`config.mk`:
```
export PLATFORM = sky130hd
export DESIGN_NAME = tsu_queue_reader
export DESIGN_NICKNAME = d
export VERILOG_FILES = /design/src/rtl/tsu_pkg.sv /design/src/rtl/tsu_qrd_fsm.sv /design/src/rtl/tsu_queue_reader.sv
export SDC_FILE = /design/constraint.sdc
export NUM_CORES = 1
export LEC_CHECK = 0
export BUFFER_PORTS_ARGS = -buffer_cell sky130_fd_sc_hd__buf_2
export CAP_MARGIN = 20
export CORE_AREA = 2 2 130 132
export DETAILED_ROUTE_END_ITERATION = 6
export DIE_AREA = 0 0 132 134
export HOLD_SLACK_MARGIN = 0.02
export PLACE_DENSITY = 0.85
export SYNTH_ARGS = -nofsm -noshare
export SYNTH_HDL_FRONTEND = slang
export SYNTH_SLANG_ARGS = --single-unit
```
`constraint.sdc`:
```
create_clock -name q_rd_clk -period 4.89 [get_ports q_rd_clk]
set_input_delay 0 -clock q_rd_clk [delete_from_list [all_inputs] [get_ports q_rd_clk]]
set_output_delay 0 -clock q_rd_clk [all_outputs]
set_load 0.03 [all_outputs]
```
`src/rtl/tsu_pkg.sv`:
```
// tsu_pkg: shared definitions for the tsu timestamp queue read side.
//   tsu_state_e : encoding of the queue-reader FSM
//   TS_W0..TS_W3: host word select values within a 128-bit timestamp entry
//   TS_ENTRY_W  : width of one queue entry
//   HOST_W      : host register bus width
//   ts_word()   : extracts one host word from an entry
package tsu_pkg;

  localparam int TS_ENTRY_W = 128;
  localparam int HOST_W     = 32;

  localparam logic [1:0] TS_W0 = 2'd0;  // [31:0]
  localparam logic [1:0] TS_W1 = 2'd1;  // [63:32]
  localparam logic [1:0] TS_W2 = 2'd2;  // [95:64]
  localparam logic [1:0] TS_W3 = 2'd3;  // [127:96]

  typedef enum logic [2:0] {
    ST_IDLE,
    ST_REQ,
    ST_WAIT,
    ST_HOLD,
    ST_SETTLE
  } tsu_state_e;

  function automatic logic [HOST_W-1:0] ts_word(input logic [TS_ENTRY_W-1:0] entry,
                                                input logic [1:0]            sel);
    case (sel)
      TS_W3:   return entry[127:96];
      TS_W2:   return entry[95:64];
      TS_W1:   return entry[63:32];
      default: return entry[31:0];
    endcase
  endfunction

endpackage

```
`src/rtl/tsu_qrd_fsm.sv`:
```
// tsu_qrd_fsm: sequencing for popping one tsu queue entry at a time.
// Ports:
//   q_rd_clk  in  clock
//   rst_n     in  asynchronous active-low reset
//   q_rd_stat in  queue occupancy (0 = empty)
//   ts_valid  in  holding register already contains an unread entry
//   pop       in  host has consumed the held entry this cycle
//   q_rd_en   out registered one-cycle pop strobe to the queue
//   capture   out load q_rd_data into the holding register this cycle
module tsu_qrd_fsm
  import tsu_pkg::*;
#(
  parameter int RD_LATENCY  = 1,
  parameter int STAT_SETTLE = 2,
  parameter int STAT_W      = 8
) (
  input  logic              q_rd_clk,
  input  logic              rst_n,
  input  logic [STAT_W-1:0] q_rd_stat,
  input  logic              ts_valid,
  input  logic              pop,
  output logic              q_rd_en,
  output logic              capture
);

  localparam logic [7:0] LAT_C    = 8'(RD_LATENCY);
  localparam logic [7:0] SETTLE_C = 8'(STAT_SETTLE);

  tsu_state_e state;
  logic [7:0] cnt;

  // Data is present RD_LATENCY cycles after the strobe; the counter starts at 1
  // in the first WAIT cycle so capture lands exactly on that cycle.
  assign capture = (state == ST_WAIT) && (cnt >= LAT_C);

  always_ff @(posedge q_rd_clk or negedge rst_n) begin
    if (!rst_n) begin
      state   <= ST_IDLE;
      cnt     <= '0;
      q_rd_en <= 1'b0;
    end else begin
      q_rd_en <= 1'b0;
      case (state)
        ST_IDLE: begin
          if ((q_rd_stat != '0) && !ts_valid) begin
            state   <= ST_REQ;
            q_rd_en <= 1'b1;
          end
        end
        ST_REQ: begin
          state <= ST_WAIT;
          cnt   <= 8'd1;
        end
        ST_WAIT: begin
          if (cnt >= LAT_C) state <= ST_HOLD;
          else              cnt   <= cnt + 8'd1;
        end
        ST_HOLD: begin
          if (pop) begin
            state <= ST_SETTLE;
            cnt   <= 8'd1;
          end
        end
        ST_SETTLE: begin
          // Occupancy from the queue lags our pop; don't trust it yet.
          if (cnt >= SETTLE_C) state <= ST_IDLE;
          else                 cnt   <= cnt + 8'd1;
        end
        default: state <= ST_IDLE;
      endcase
    end
  end

endmodule

```
`src/rtl/tsu_queue_reader.sv`:
```
// tsu_queue_reader: read-side consumer of the tsu timestamp queue.
// Pops one 128-bit entry into a holding register and serves it to the host
// as four 32-bit words; reading word 0 frees the entry.
// Optional feature macro: TSU_QREAD_IRQ_EN (enables ts_irq logic).
// Ports:
//   q_rd_clk     in   single clock
//   rst_n        in   asynchronous active-low reset
//   q_rd_stat    in   queue occupancy, 0 = empty
//   q_rd_en      out  one-cycle pop strobe to the queue
//   q_rd_data    in   queue entry, valid RD_LATENCY cycles after q_rd_en
//   host_rd_req  in   host read strobe
//   host_rd_addr in   word select (3=[127:96] .. 0=[31:0])
//   host_rd_data out  registered read data
//   host_rd_ack  out  high the cycle after host_rd_req
//   ts_valid     out  holding register has an unread entry
//   pop_cnt      out  entries popped from the queue (wrapping)
//   ts_irq       out  entry-available interrupt (0 unless TSU_QREAD_IRQ_EN)
module tsu_queue_reader
  import tsu_pkg::*;
#(
  parameter int RD_LATENCY  = 1,
  parameter int STAT_SETTLE = 2,
  parameter int STAT_W      = 8
) (
  input  logic                  q_rd_clk,
  input  logic                  rst_n,
  input  logic [STAT_W-1:0]     q_rd_stat,
  output logic                  q_rd_en,
  input  logic [TS_ENTRY_W-1:0] q_rd_data,
  input  logic                  host_rd_req,
  input  logic [1:0]            host_rd_addr,
  output logic [HOST_W-1:0]     host_rd_data,
  output logic                  host_rd_ack,
  output logic                  ts_valid,
  output logic [15:0]           pop_cnt,
  output logic                  ts_irq
);

  logic [TS_ENTRY_W-1:0] ts_hold;
  logic                  capture;
  logic                  pop;

  // Only a word-0 read of a valid entry consumes it.
  assign pop = host_rd_req && (host_rd_addr == TS_W0) && ts_valid;

  tsu_qrd_fsm #(
    .RD_LATENCY  (RD_LATENCY),
    .STAT_SETTLE (STAT_SETTLE),
    .STAT_W      (STAT_W)
  ) u_fsm (
    .q_rd_clk  (q_rd_clk),
    .rst_n     (rst_n),
    .q_rd_stat (q_rd_stat),
    .ts_valid  (ts_valid),
    .pop       (pop),
    .q_rd_en   (q_rd_en),
    .capture   (capture)
  );

  always_ff @(posedge q_rd_clk or negedge rst_n) begin
    if (!rst_n) begin
      ts_hold      <= '0;
      ts_valid     <= 1'b0;
      host_rd_data <= '0;
      host_rd_ack  <= 1'b0;
      pop_cnt      <= '0;
    end else begin
      host_rd_ack <= host_rd_req;
      // A read coinciding with capture sees the pre-capture (empty) state.
      if (host_rd_req)
        host_rd_data <= ts_valid ? ts_word(ts_hold, host_rd_addr) : '0;
      if (capture) begin
        ts_hold  <= q_rd_data;
        ts_valid <= 1'b1;
      end else if (pop) begin
        ts_valid <= 1'b0;
      end
      if (q_rd_en)
        pop_cnt <= pop_cnt + 16'd1;
    end
  end

`ifdef TSU_QREAD_IRQ_EN
  // Capture and pop are mutually exclusive (pop needs ts_valid, set by capture).
  always_ff @(posedge q_rd_clk or negedge rst_n) begin
    if (!rst_n)       ts_irq <= 1'b0;
    else if (capture) ts_irq <= 1'b1;
    else if (pop)     ts_irq <= 1'b0;
  end
`else
  assign ts_irq = 1'b0;
`endif

endmodule

```
==> out/qor.txt <==
Worst reg2reg path depth: 6
# setup viols final: 0
Final hold vios: 0
Rel. slew slack: 0.3304
R2r endpoint: ts_hold[76]$_DFFE_PN0P_
Cell variety after synth: 40
Pin count of the biggest net entering global routing: 76
Synth Area in Compound Gates: 0.02663
Clk Tree Root Cell: clkbuf_16
First-pass GRT wire length: 34460 um
Synth Area per Inst: 15.36 um^2
DR vias: 5853
Post-synth EDFFs: 0
CTS Buf Count: 17
Mean routed wirelength per cell: 19.29 um
Ys flop type: dfrtp_1
GR Overflow Total: 0
Crit path to: ts_hold[76]$_DFFE_PN0P_
R2R Setup Slk: 2360 ps
Post-DRT Antenna Nets: 0
H-tree depth: 4
Reg-to-reg critical path startpoint: u_fsm.cnt[0]$_DFFE_PN0P_
Clk pin slew, worst setup/hold paths: 70 ps
Area grow syn2layout: 32.56%
Nature of the critical path startpoint: register
Io pins: 193
CTS tree: yes
Max Clock Freq: 395.0 MHz
Layout cell share with drive strength beyond 1: 0.4397
Starting DRT DRC Count: 283
Switch Pwr: 2260 uW
LEAKAGE: 0.005484 uW
DPL Wire Length: 11470 um
Sequential Power Share: 0.405
Final Wtd Congestion: 0.8189
Longest Clk Path Bufs: 2
TritonRoute pass-1 iters: 4
Row cnt: 47
PortBufs: 191
Mapped Area: 8740 um^2
Commonest non-fill, non-tap cells in the layout: buf_2 (190), dfrtp_1 (189), dlygate4sd3_1 (132)
Critical Path End Type: register
All-Layer GR Usage: 0.2527
Drt drc: 0
Starting Density: 0.5365
Crit-path max FO: 54
Synth Area in XOR/XNOR: 0.01603
Syn Nets: 715
Setup CP Type: register to register
Mux contribution to synthesized area: 0.2978
Power per Cell Area: 599.1 nW/um^2
Sw frac: 0.3256
WP data arrival: 2840 ps
Pint: 4681 uW
Design area: 11580 um^2
Final wirelength: 21550 um
Avg Vias per Cell: 5.240
Post-CTS Hold Buffers: 132
Die area: 17690 um^2
CP Data Required Time: 5190 ps
Clock latency on the worst-skew pair: 420 ps
Simple-gate area share of the yosys netlist: 0.05412
Post-Route Setup TNS: 0 ps
Die Width: 132 um
Peak supply drop: 323.4 uV
Design Power: 6941 uW
Tcrit/Tclk final: 0.5178
Outcome: complete, no violations
Maximum capacitance violations: 0
Post-synthesis adder-cell area fraction: 0.007158
Resize count post-CTS: 0
Yosys warns: 0
Unrepaired setup endpoints after global routing: false
FFs w/ async S/R, synth: 1.000
DIE HEIGHT: 134 um
Worst Hold Class: input port to asynchronous set/reset pin
CTS Sinks: 190
Most common cell after layout, fill and taps aside: buf_2
Fin crit period: 2532 ps
Number of antenna violations at the first check in global routing: 1
Core Footprint: 16290 um^2
Largest family of logic cells by synthesized area: multiplexers
Crit path from: u_fsm.cnt[0]$_DFFE_PN0P_
Share of power burned in combinational logic: 0.405
Net count, final: 1029
Max-slew violations: 0
Seq/Total Area, Yosys: 0.5440
Syn Inst Count: 569
Actual slew at the worst max-slew pin: 1004 ps
Vias in the first global route: 6434
Dpl cell area: 9707 um^2
Postcts setup bufs: 0
Clock Power Share: 0.190
Clk_skew: 10.64 ps
FF+latch count, synth: 190
[flip-flops by register name, summed over array words and instances (netlist names)]
signal         cells
ts_hold          128
host_rd_data      32
pop_cnt           16
u_fsm.cnt          8
u_fsm.state        3
host_rd_ack        1
ts_valid           1
u_fsm.q_rd_en      1
[power by group through the flow]
stage               combinational [uW]  sequential, uW  clock, uW
detailed placement                2700            2780          0
CTS                               2790            2770       1340
global route                      2990            2890       1410
global placement                  2600            2760          0
floorplan                         2160            2890          0
finish                            2810            2810       1320
[routing by layer]
metal	part of all wire	wire length [um]	up-vias	GRT usage
li1	-	-	2647	-
met2	0.52	11210	201	0.4439
met5	0	0	-	0
met1	0.41	8908	2971	0.3132
met4	0.019	401	0	0.08092
met3	0.048	1031	34	0.05631
[cells in the mapped netlist (2+ instances only)]
| library cell | n | area, um^2 |
|---|---|---|
| nor3_1 | 3 | 15.01 |
| buf_12 | 11 | 220.2 |
| nand2_1 | 8 | 30.03 |
| buf_2 | 5 | 25.02 |
| nand2b_1 | 2 | 12.51 |
| inv_1 | 37 | 138.9 |
| dfrtp_1 | 190 | 4755 |
| a32oi_1 | 2 | 17.52 |
| nand3_1 | 34 | 170.2 |
| o21ai_0 | 33 | 165.2 |
| buf_6 | 2 | 22.52 |
| mux2i_1 | 2 | 20.02 |
| and2_1 | 5 | 31.28 |
| mux2_4 | 109 | 1637 |
| or2_2 | 2 | 12.51 |
| ha_1 | 5 | 62.56 |
| xor2_1 | 6 | 52.55 |
| mux4_2 | 32 | 720.7 |
| nand4_1 | 7 | 43.79 |
| nor2_1 | 12 | 45.04 |
| xnor2_1 | 10 | 87.58 |
| mux2_2 | 20 | 225.2 |
| nor4_1 | 2 | 12.51 |
| clkbuf_1 | 14 | 52.55 |
[through the flow]
step	instances	setup WS (ps)	hold WS (ps)	util
6_report	1117	2358	96.04	0.7112
5_1_grt	1117	2254	137.9	0.7112
4_1_cts	1116	2378	112.0	0.7110
3_5_place_dp	952	2396	-16.35	0.5959
3_3_place_gp	952	2475	-23.07	0.5959
2_1_floorplan	569	3055	-295.6	-
[how the worst min path moves through the flow]
stage,from,endpoint,slack [ps],depth (start not counted)
after CTS,rst_n,pop_cnt[1]$_DFFE_PN0P_,110,2
after global routing,rst_n,pop_cnt[6]$_DFFE_PN0P_,140,2
after detailed placement,rst_n,pop_cnt[6]$_DFFE_PN0P_,-20,1
final,rst_n,pop_cnt[6]$_DFFE_PN0P_,100,2
after floorplan,rst_n,host_rd_ack$_DFF_PN0_,-300,0
after global placement,rst_n,host_rd_ack$_DFF_PN0_,-20,1
[critical path, stage by stage, from the launching register on]
cell and delay, ps:
dfrtp_1 380, inv_1 100, ha_1 220, nor4b_4 140, a211oi_4 300, buf_4 770
mux2_2 430
[logic make-up (layout without fill, tap and decap cells)]
group	after synthesis	count (layout)
and+or+nand+nor	83	83
buffers and inverters	71	398
other	1	2
muxes	163	163
AOI/OAI and AO/OA	40	40
xor gates and xnor gates	16	16
DFF	190	190
adders and majority gates	5	5
[area by class of cell]
| type | count | area (um^2) |
|---|---|---|
| well taps | 220 | 275.3 |
| clock buffers | 23 | 467.9 |
| multi-input cells | 308 | 3515 |
| repair buffers | 329 | 2344 |
| flip-flops and latches | 190 | 4756 |
| inverters | 37 | 138.9 |
| fillers | 1024 | 4705 |
| clock inverters | 9 | 86.33 |
| diodes | 1 | 2.502 |
No activity file was read; power rests on OpenSTA's default activity.
